File: src/rtl/pf_lanectrl_dly_move_seq.sv
// rtl/pf_lanectrl_dly_move_seq.sv - pause-protected delay-line MOVE/LOAD pulse sequencer for the lane controller
// Optional: PF_LANECTRL_DLY_MOVE_SEQ_TAP_TRACK_EN adds a saturating signed tap position tracker (o_tap_pos).
module pf_lanectrl_dly_move_seq #(
  parameter int PAUSE_SETUP = 2,
  parameter int MOVE_GAP    = 3,
  parameter int PAUSE_HOLD  = 2
) (
  input  logic       i_fab_clk,
  input  logic       i_reset,
  input  logic       i_req_valid,
  output logic       o_req_ready,
  input  logic       i_req_sel,
  input  logic       i_req_load,
  input  logic       i_req_dir,
  input  logic [7:0] i_req_taps,
  output logic       o_busy,
  output logic       o_done,
  output logic       o_done_oor,
  output logic [7:0] o_taps_moved,
  output logic       o_delay_line_sel,
  output logic       o_delay_line_load,
  output logic       o_delay_line_direction,
  output logic       o_delay_line_move,
  output logic       o_hs_io_clk_pause,
`ifdef PF_LANECTRL_DLY_MOVE_SEQ_TAP_TRACK_EN
  output logic signed [8:0] o_tap_pos,
`endif
  input  logic       i_rx_delay_line_out_of_range,
  input  logic       i_tx_delay_line_out_of_range
);

  typedef enum logic [2:0] {
    S_IDLE  = 3'd0,
    S_SETUP = 3'd1,
    S_PULSE = 3'd2,
    S_GAP   = 3'd3,
    S_HOLD  = 3'd4,
    S_FIN   = 3'd5
  } state_t;

  localparam logic [3:0] SETUP_LAST = 4'(PAUSE_SETUP - 1);
  localparam logic [3:0] GAP_LAST   = 4'(MOVE_GAP - 1);
  localparam logic [3:0] HOLD_LAST  = 4'(PAUSE_HOLD - 1);

  state_t     r_state;
  state_t     w_next;
  logic       r_sel;
  logic       r_dir;
  logic       r_load;
  logic [7:0] r_cnt;
  logic [3:0] r_tmr;
  logic       r_oor;
  logic       r_pulse_d;
  logic [7:0] r_taps_moved;

  logic w_accept;
  logic w_oor_line;
  logic w_oor_hit;
  logic w_zero_req;

  assign w_accept   = i_req_valid && (r_state == S_IDLE);
  assign w_zero_req = !i_req_load && (i_req_taps == 8'd0);
  assign w_oor_line = r_sel ? i_tx_delay_line_out_of_range : i_rx_delay_line_out_of_range;
  // With MOVE_GAP=0 the cycle after a pulse is itself a pulse, so r_pulse_d covers that sample point.
  assign w_oor_hit  = w_oor_line && ((r_state == S_GAP) || (r_state == S_HOLD) ||
                                     ((r_state == S_PULSE) && r_pulse_d));

  always_ff @(posedge i_fab_clk or posedge i_reset) begin
    if (i_reset) begin
      r_state <= S_IDLE;
    end else begin
      r_state <= w_next;
    end
  end

  always_comb begin
    w_next = r_state;
    case (r_state)
      S_IDLE: begin
        if (w_accept) begin
          w_next = w_zero_req ? S_FIN : S_SETUP;
        end
      end
      S_SETUP: begin
        if (r_tmr == 4'd0) begin
          w_next = S_PULSE;
        end
      end
      S_PULSE: begin
        if (r_load || (r_cnt == 8'd1) || w_oor_hit) begin
          w_next = S_HOLD;
        end else if (MOVE_GAP == 0) begin
          w_next = S_PULSE;
        end else begin
          w_next = S_GAP;
        end
      end
      S_GAP: begin
        if (w_oor_hit) begin
          w_next = S_HOLD;
        end else if (r_tmr == 4'd0) begin
          w_next = S_PULSE;
        end
      end
      S_HOLD: begin
        if (r_tmr == 4'd0) begin
          w_next = S_FIN;
        end
      end
      S_FIN:   w_next = S_IDLE;
      default: w_next = S_IDLE;
    endcase
  end

  always_comb begin
    o_req_ready            = 1'b0;
    o_busy                 = 1'b0;
    o_done                 = 1'b0;
    o_done_oor             = 1'b0;
    o_hs_io_clk_pause      = 1'b0;
    o_delay_line_sel       = 1'b0;
    o_delay_line_direction = 1'b0;
    o_delay_line_move      = 1'b0;
    o_delay_line_load      = 1'b0;
    case (r_state)
      S_IDLE: o_req_ready = 1'b1;
      S_SETUP, S_GAP, S_HOLD: begin
        o_busy                 = 1'b1;
        o_hs_io_clk_pause      = 1'b1;
        o_delay_line_sel       = r_sel;
        o_delay_line_direction = r_dir;
      end
      S_PULSE: begin
        o_busy                 = 1'b1;
        o_hs_io_clk_pause      = 1'b1;
        o_delay_line_sel       = r_sel;
        o_delay_line_direction = r_dir;
        o_delay_line_move      = !r_load;
        o_delay_line_load      = r_load;
      end
      S_FIN: begin
        o_busy     = 1'b1;
        o_done     = 1'b1;
        o_done_oor = r_oor;
      end
      default: o_req_ready = 1'b0;
    endcase
  end

  assign o_taps_moved = r_taps_moved;

  always_ff @(posedge i_fab_clk or posedge i_reset) begin
    if (i_reset) begin
      r_sel        <= 1'b0;
      r_dir        <= 1'b0;
      r_load       <= 1'b0;
      r_cnt        <= 8'd0;
      r_tmr        <= 4'd0;
      r_oor        <= 1'b0;
      r_pulse_d    <= 1'b0;
      r_taps_moved <= 8'd0;
    end else begin
      r_pulse_d <= (r_state == S_PULSE);
      if (w_accept) begin
        r_sel        <= i_req_sel;
        r_dir        <= i_req_dir;
        r_load       <= i_req_load;
        r_cnt        <= i_req_taps;
        r_oor        <= 1'b0;
        r_taps_moved <= 8'd0;
      end
      if ((r_state == S_PULSE) && !r_load) begin
        r_cnt        <= r_cnt - 8'd1;
        r_taps_moved <= r_taps_moved + 8'd1;
      end
      if (w_oor_hit) begin
        r_oor <= 1'b1;
      end
      if (w_next != r_state) begin
        case (w_next)
          S_SETUP: r_tmr <= SETUP_LAST;
          S_GAP:   r_tmr <= GAP_LAST;
          S_HOLD:  r_tmr <= HOLD_LAST;
          default: r_tmr <= 4'd0;
        endcase
      end else if (r_tmr != 4'd0) begin
        r_tmr <= r_tmr - 4'd1;
      end
    end
  end

`ifdef PF_LANECTRL_DLY_MOVE_SEQ_TAP_TRACK_EN
  localparam logic signed [8:0] TAP_MAX = 9'sh0FF;
  localparam logic signed [8:0] TAP_MIN = 9'sh100;

  logic signed [8:0] r_tap_pos;

  always_ff @(posedge i_fab_clk or posedge i_reset) begin
    if (i_reset) begin
      r_tap_pos <= 9'sd0;
    end else if ((r_state == S_PULSE) && !r_load) begin
      if (r_dir && (r_tap_pos != TAP_MAX)) begin
        r_tap_pos <= r_tap_pos + 9'sd1;
      end else if (!r_dir && (r_tap_pos != TAP_MIN)) begin
        r_tap_pos <= r_tap_pos - 9'sd1;
      end
    end else if ((r_state == S_FIN) && r_load) begin
      r_tap_pos <= 9'sd0;
    end
  end

  assign o_tap_pos = r_tap_pos;
`endif

endmodule

File: config.mk
export PLATFORM = sky130hd
export DESIGN_NAME = pf_lanectrl_dly_move_seq
export DESIGN_NICKNAME = d
export VERILOG_FILES = /design/src/rtl/pf_lanectrl_dly_move_seq.sv
export SDC_FILE = /design/constraint.sdc
export NUM_CORES = 1
export LEC_CHECK = 0
export BUFFER_PORTS_ARGS = -buffer_cell sky130_fd_sc_hd__buf_2
export CAP_MARGIN = 20
export CORE_ASPECT_RATIO = 0.75
export CORE_MARGIN = 1.5
export CORE_UTILIZATION = 58
export DETAILED_ROUTE_END_ITERATION = 12
export PLACE_DENSITY = 0.84
export RECOVER_POWER = 50
export SETUP_SLACK_MARGIN = 0.3
export SLEW_MARGIN = 15
export SYNTH_ARGS = -nofsm -noshare
export SYNTH_HDL_FRONTEND = slang
export SYNTH_SLANG_ARGS = --single-unit
File: constraint.sdc
create_clock -name i_fab_clk -period 4.08 [get_ports i_fab_clk]
set_input_delay 0.408 -clock i_fab_clk [delete_from_list [all_inputs] [get_ports i_fab_clk]]
set_output_delay 0.408 -clock i_fab_clk [all_outputs]
set_load 0.02 [all_outputs]
# --- Word-level counts from Yosys, hierarchy flattened ---
# Cells that the tools add are included.
# W data, S select, Z words.
classes:
  n_eq_ne: 10
  n_mux: 26
  n_reduce_logical: 21
  add_sub_neg: 3
op_table:
  columns: ["cell", "n"]
  rows:
  - ["$mux W8", 4]
  - ["$mux W3", 6]
  - ["$pmux W3 S5", 1]
  - ["$mux W1", 12]
  - ["$eq A3 B2 Y1 const B", 3]
  - ["$eq A3 B3 Y1 const B", 3]
  - ["$add A8 B1 Y8 const B", 1]
  - ["$eq A8 B1 Y1 const B", 1]
  - ["$logic_not A8 Y1", 1]
  - ["$mux W4", 2]
  - ["$sub A8 B1 Y8 const B", 1]
  - ["$eq A3 B1 Y1 const B", 2]
  - ["$reduce_bool A2 Y1", 3]
  - ["$logic_and A1 B1 Y1", 5]
  - ["$reduce_or A5 Y1", 1]
  - ["$logic_not A4 Y1", 1]
  - ["$logic_or A1 B1 Y1", 4]
  - ["$pmux W2 S2", 1]
  - ["$reduce_bool A4 Y1", 1]
  - ["$reduce_or A4 Y1", 1]
  - ["$sub A4 B1 Y4 const B", 1]
  - ["$logic_not A3 Y1", 1]
  - ["$ne A3 B3 Y1", 1]
  - ["$logic_not A1 Y1", 2]
  - ["$reduce_or A2 Y1", 1]
word_totals:
  inputBits: 16
  ff_bits: 28

# --- Longest topological paths before layout ---
# Gate-level depths: netlist of the first run.
logic_depth:
  word_depth: 11
  ltp_mapped: 9

# --- Worst setup path after synthesis of the first run ---
# No wires, ideal clock.
synth_path:
  path_kind: "reg2out"
  startpoint: "reg r_state[1]"
  endpoint: "out o_delay_line_direction"
  path_buffers: 1
  slack_ns: 1.878
  required_time_ns: 3.672
  path_stages_with_launch: 5
  arrival_time_ns: 1.794
  cell_sequence: "dfrtp_1 -> buf_2 -> nor3_1 -> nor2_1 -> and2_1"
synth_between:
  elab_chain_len: 3
  word_cells_on_any_way: 6
  cone_classes: "eq/ne: 4; mux: 1; reduce/logical: 1"
synth_lines:
  columns: ["element", "line", "rtl"]
  rows:
  - ["from (decl)", "45", "state_t r_state;"]
  - ["from (signal assigned)", "72", "r_state <= w_next;"]
  - ["$eq A3 B2 Y1 (tied with other cells)", "125", "case (r_state)"]
  - ["$reduce_or A4 Y1 (no source line) *", null, null]
  - ["$mux W1 *", "125", null]
  - ["to (decl)", "22", "output logic o_delay_line_direction,"]
# Every way passes the cells marked *; elsewhere a longest branch is shown, timed or not.

# --- Worst setup path after layout of the first run ---
layout_path:
  startpoint: "reg r_tmr[0]"
  endpoint: "reg r_tmr[1]"
layout_between:
  elab_chain_len: 8
  word_cells_on_any_way: 16
  cone_classes: "add/sub: 1; eq/ne: 4; mux: 7; reduce/logical: 4"
layout_lines:
  columns: ["element", "line", "rtl"]
  rows:
  - ["from (decl)", "51", "logic [3:0] r_tmr;"]
  - ["from (signal assigned)", "187", "r_tmr <= r_tmr - 4'd1;"]
  - ["$logic_not A4 Y1", "85, 101, 106", null]
  - ["$mux W3", "85, 101", null]
  - ["$mux W3", "99", "if (w_oor_hit) begin"]
  - ["$pmux W3 S5", "78", "case (r_state)"]
  - ["$eq A3 B3 Y1 / $eq A3 B1 Y1 (equally long branches)", "180", "case (w_next)"]
  - ["$reduce_or A2 Y1 (no source line)", null, null]
  - ["$pmux W2 S2", "180", null]
  - ["$mux W4", "179", "if (w_next != r_state) begin"]
# Parallel ways exist; a longest one is shown, timed or not. The select of a mux whose other input is x is not followed.
# A chain may end at the register's enable or synchronous reset.

==> run metrics, run 1 <==
run status=finished, final reports clean; highest metal layer with signal wires=met4; crit path DAT=2.49 ns; clock slew seen by the registers of the worst setup and hold paths=0.10 ns; Total Die Area=3130 um^2; Routed Antenna Nets=0; biggest fanout along the worst timing path=7; row count=16; Post-Route Utilization=0.6932; endpoint required time on the critical path=4.23 ns; leftover overflow at the end of global routing=0; WHS=0.3221 ns; Rel. slew slack=0.2850; sum of met3 wire segment lengths after detailed routing=298 um; worst path bufs/invs=1; antenna violations before repair=0; most area-hungry cell type in the Yosys netlist=sky130_fd_sc_hd__dfrtp_1; # placed instances=236; #FFs+latches synth=28; core region area=2643 um^2; starting density of the core=0.6146; sum of routed wire segments on met1=1.672 mm; average size of a mapped cell=9.280 um^2; top area cells in the synthesized netlist=sky130_fd_sc_hd__dfrtp_1 43%, sky130_fd_sc_hd__nand2_1 6.0%, sky130_fd_sc_hd__o21ai_0 3.7%; share of async-settable or async-resettable flops after synthesis=1.000; height of the die=48.83 um; Period Utilization, post-route=0.5727; fraction of post-synthesis cell area in the top cell type by area=0.4314; setup_tns=0 ns; cell family contributing the most delay on the critical path=simple AND/OR/NAND/NOR gates; vias=1452; shortest clock period the worst path allows after layout=2.337 ns; number of antenna cells inserted=0; DRT iter0 DRCs=137; final non-filler cell area=1832 um^2; number of buffers inserted by port buffering=32; number of detailed-route iterations in the first pass=4; later-pin clock latency in the skew report=0.28 ns; most common cell in the netlist=sky130_fd_sc_hd__dfrtp_1; crit-path cells=inv_1 -> ha_1 -> nor3b_1 -> nand2_1 -> nor3b_1 -> a21oi_1 -> or2_1 -> o21ai_1; count of final hold-check violations=0; slowest cell delay on critical path=0.64 ns; slew of the pin with the lowest slew margin=1.071 ns; setup repair after global routing missed its margin=no; PD cells=729.0 nW/um^2; max frequency=0.4279 GHz; EDFF count, synth=0; Mapped Cells=175; final estimated routing congestion in global placement=0.9173; layout net count=225; worst hold path type=input pin to flip-flop; deepest level of the CTS H-tree=1; Via-to-Cell Ratio=6.050; distinct cell type count after synthesis=49; chip width=64.10 um; Syn. warnings=0; CTS Root Buffer Type=sky130_fd_sc_hd__clkbuf_8; most common flop cell mapped by yosys=sky130_fd_sc_hd__dfrtp_1; clk_skew=0.002538 ns; GRT Overall Usage=0.2679; number of fill cells=224; DRC viols=0; Crit Path Category=flip-flop to flip-flop; leakage power total=0.8501 nW; number of standard cells in the layout, taps in and fillers out=240; Synth-to-Final Area Change=12.79%; number of ports placed on the die boundary=33; vias in the first global route=1390; per-cell routed wire length=15.74 um; TritonCTS clock tree=built; number of sinks on the clock net=28; post-CTS setup repair buffer count=0; hold_buf cts=0; Final setup violation count=0; endpoint type of the worst setup path=flip-flop; fraction of final layout cells sized beyond drive strength 1=0.1765; Gates resized, CTS repair=0; half-perimeter wire length after detailed placement=2.812 mm; Mapped Nets=195; Worst VDD drop=0.0003186 V; final WL=3.778 mm; wire length on met2=1.785 mm; top cell types by occurrence after synthesis=28 x sky130_fd_sc_hd__dfrtp_1, 26 x sky130_fd_sc_hd__nand2_1, 13 x sky130_fd_sc_hd__nor2_1; sequential element share of the synthesized area=0.4314; pin count of the biggest net entering global routing=29; max-cap violation count=0; global-route wire length before repair=6.575 mm; deepest clock path buffer count=2; max-slew violation total from the final report=0; launching element type of the critical path=flip-flop; Inserted Clock Buffers=3; standard cell area after detailed placement=1769 um^2; Critical Path Most Common Cell=sky130_fd_sc_hd__nor3b_1; cell area after synthesis=1624 um^2; cell with the biggest individual delay on the critical path=sky130_fd_sc_hd__nor3b_1
per-stage QoR:
step | total power [mW] | setup WS (ns)
global route | 1.435 | 1.572
finish | 1.335 | 1.743
global placement | 1.069 | 1.991
floorplan | 0.9626 | 1.878
CTS | 1.333 | 1.792
detailed placement | 1.109 | 1.796
report_power, final:
group / internal, mW / switching, mW
sequential: 0.372 / 0.116
combinational: 0.251 / 0.377
clock: 0.131 / 0.0878
total: 0.755 / 0.581
cell families (layout without fill, tap and decap cells):
family / count (synthesis) / count (layout) / share of synthesized area
and+or+nand+nor: 78 / 78 / 0.2673
AOI/OAI and AO/OA: 45 / 45 / 0.1757
DFF: 28 / 28 / 0.4314
buffers and inverters: 13 / 42 / 0.05239
muxes: 5 / 5 / 0.03159
adders and majority gates: 4 / 4 / 0.03082
xor gates and xnor gates: 2 / 2 / 0.01079
flip-flops by register name, indices dropped and copies added (netlist names):
register      flops
o_taps_moved      8
r_cnt             8
r_dir             1
r_load            1
r_oor             1
r_pulse_d         1
r_sel             1
r_state           3
r_tmr             4
layout make-up:
| class | count | area, um^2 | share of cell area |
|---|---|---|---|
| sequential | 28 | 700.7 | 0.3825 |
| multi-input combinational | 134 | 838.3 | 0.4576 |
| clock inverter | 1 | 30.03 | 0.01639 |
| tap | 36 | 45.04 | 0.02459 |
| clock buffer | 3 | 41.29 | 0.02254 |
| inverter | 6 | 25.02 | 0.01366 |
| timing repair buffer | 32 | 151.4 | 0.08265 |
path summary, 6_finish.rpt:
| kind | from | end | slack (ns) | cells past startpoint |
|---|---|---|---|---|
| worst max register to register | r_tmr[0] | r_tmr[1] | 1.74 | 8 |
| min in group asynchronous | i_reset | o_taps_moved[7] | 0.38 | 2 |
| worst max-delay path | r_tmr[0] | r_tmr[1] | 1.74 | 8 |
| worst min register to register | r_oor | r_oor | 0.47 | 1 |
| worst min-delay path | i_req_dir | r_dir | 0.32 | 3 |
| max in group asynchronous | i_reset | r_cnt[4] | 3.06 | 2 |
cell usage in the layout (no fill, tap or decap), drive strengths merged, types with 2 or more instances in the layout:
master  synthesis  final
nor3            3      3
or3             2      2
xnor2           2      2
nor4            2      2
and3b           2      2
a221o           2      2
buf             6     25
o21ai          14     14
nand2b          3      3
nand3           7      7
nor2           14     14
dfrtp          28     28
nand2          26     26
a21oi           9      9
inv             6      6
o211ai          7      7
or2             2      2
nor3b           4      4
a21o            2      2
mux2i           4      4
a31oi           3      3
ha              4      4
clkbuf          1     10
nand4           2      2
and2            5      5
worst min-delay path: stages:
cell	delay, ns
sky130_fd_sc_hd__buf_2	0.08
sky130_fd_sc_hd__nand2_1	0.04
sky130_fd_sc_hd__nand2_1	0.05
metal layers:
metal  track usage  vias to the layer above
met4       0.04610                        0
li1              -                      685
met3       0.06005                        4
met5             0                        -
met1        0.3892                      701
met2        0.4219                       62
No activity file was read; power rests on OpenSTA's default activity.
==> run 2: changes to the inputs <==
- CORE_UTILIZATION: 58 -> 49
- PLACE_DENSITY: 0.84 -> 0.75
- clock period: 4.08 -> 1.9 ns (I/O delays scaled with it)
==> run metrics, run 2 (synthesis results as in run 1) <==
number of buffers inserted by port buffering=32; core region area=3042 um^2; global-route wire length before repair=8.528 mm; setup slack after layout=-0.009112 ns; violated checks=negative setup slack; number of antenna cells inserted=0; # placed instances=255; count of final hold-check violations=0; Crit Path Category=flip-flop to flip-flop; row count=17; endpoint type of the worst setup path=flip-flop; GRT Overall Usage=0.2992; Period Utilization, post-route=1.005; max-slew violation total from the final report=0; leftover overflow at the end of global routing=0; max frequency=0.5238 GHz; slew of the pin with the lowest slew margin=0.7199 ns; pin count of the biggest net entering global routing=29; per-cell routed wire length=20.69 um; Worst VDD drop=0.0007662 V; shortest clock period the worst path allows after layout=1.909 ns; Routed Antenna Nets=0; later-pin clock latency in the skew report=0.29 ns; final WL=5.959 mm; cell with the biggest individual delay on the critical path=sky130_fd_sc_hd__or4b_4; leakage power total=1.219 nW; post-place setup slack=0.003450 ns; clock slew seen by the registers of the worst setup and hold paths=0.10 ns; height of the die=52.86 um; setup repair after global routing missed its margin=yes; CTS Root Buffer Type=sky130_fd_sc_hd__clkbuf_8; Synth-to-Final Area Change=61.17%; launching element type of the critical path=flip-flop; Final setup violation count=2; deepest clock path buffer count=2; crit-path cells=or4b_4 -> inv_6 -> buf_6 -> nand4_1 -> o211ai_1 -> o31ai_1; Via-to-Cell Ratio=6.316; vias=1819; number of detailed-route iterations in the first pass=6; Rel. slew slack=0.5200; worst hold path type=input pin to flip-flop; layout net count=271; Inserted Clock Buffers=3; Total Die Area=3672 um^2; number of standard cells in the layout, taps in and fillers out=288; crit path DAT=2.08 ns; clk_skew=0.009088 ns; deepest level of the CTS H-tree=1; fraction of final layout cells sized beyond drive strength 1=0.5600; run status=finished, violations left; final estimated routing congestion in global placement=0.9231; number of ports placed on the die boundary=33; DRC viols=0; commonest non-fill, non-tap cell in the layout=sky130_fd_sc_hd__buf_4; TritonCTS clock tree=built; starting density of the core=0.5339; max-cap violation count=0; DRT iter0 DRCs=232; endpoint required time on the critical path=2.07 ns; antenna violations before repair=0; number of sinks on the clock net=28; vias in the first global route=1743; number of fill cells=154; biggest fanout along the worst timing path=6; half-perimeter wire length after detailed placement=3.026 mm; PD cells=1708 nW/um^2; slowest cell delay on critical path=0.58 ns; chip width=69.48 um; highest-count cells in the layout ignoring fill and taps=30 x sky130_fd_sc_hd__buf_4, 24 x sky130_fd_sc_hd__dfrtp_1, 23 x sky130_fd_sc_hd__buf_2
==> run 2: area by class of cell <==
type,instances,area [um^2],area share
multi-input cells,134,1134,0.4331
inverters,6,27.53,0.01052
clock inverters,1,30.03,0.01147
flip-flops and latches,28,705.7,0.2696
clock buffers,3,41.29,0.01577
repair buffers,78,631.9,0.2414
well taps,38,47.55,0.01816
==> run 2: critical path, delay by kind of cell (launching register included) <==
kind            cells  cell delay (ns)
flops               1             0.46
buf+inv             2             0.22
simple gates        2             0.75
compound gates      2             0.35
==> run 2: report_power, final <==
part           internal (mW)  total, mW  switching, mW
clock                  0.283      0.488          0.205
sequential             0.806       1.08          0.276
combinational           1.43       2.90           1.47
total                   2.52       4.47           1.95
==> run 2: path summary, 6_finish.rpt <==
check,from,end,slack [ns],cells past startpoint
worst max-delay path,r_state[0],o_taps_moved[6],-0.009,6
worst min-delay path,i_req_sel,r_sel,0.11,3
worst max register to register,r_state[0],o_taps_moved[6],-0.009,6
worst min register to register,o_taps_moved[7],o_taps_moved[7],0.48,1
max in group asynchronous,i_reset,r_state[1],0.77,4
min in group asynchronous,i_reset,o_taps_moved[3],0.63,4
==> run 2: repair_timing <==
action	4_1_cts	5_1_grt
resized for setup	45	65
pin swaps	12	23
setup buffers	14	14
endpoints found under the setup margin	27	36
hold buffers	1	0
endpoints found under the hold margin	28	0
==> run 2: metal layers <==
layer | share of wire | GRT usage | vias to the layer above
li1 | - | - | 775
met1 | 0.40 | 0.3818 | 883
met2 | 0.47 | 0.5128 | 136
met3 | 0.092 | 0.08000 | 25
met4 | 0.033 | 0.07843 | 0
met5 | 0 | 0 | -
==> run 2: through the flow <==
stage	total power [mW]	hold slack [ns]	utilization	instance area (um^2)	setup TNS [ns]
floorplan	2.083	0.2554	-	1634	0
detailed placement	2.643	0.2778	0.6318	1922	0
finish	4.472	0.1074	0.8606	2618	-0.01717
CTS	3.674	0.1092	0.7474	2273	0
global placement	2.567	0.2673	0.6318	1922	0
global route	4.637	0.1040	0.8606	2618	-0.2200
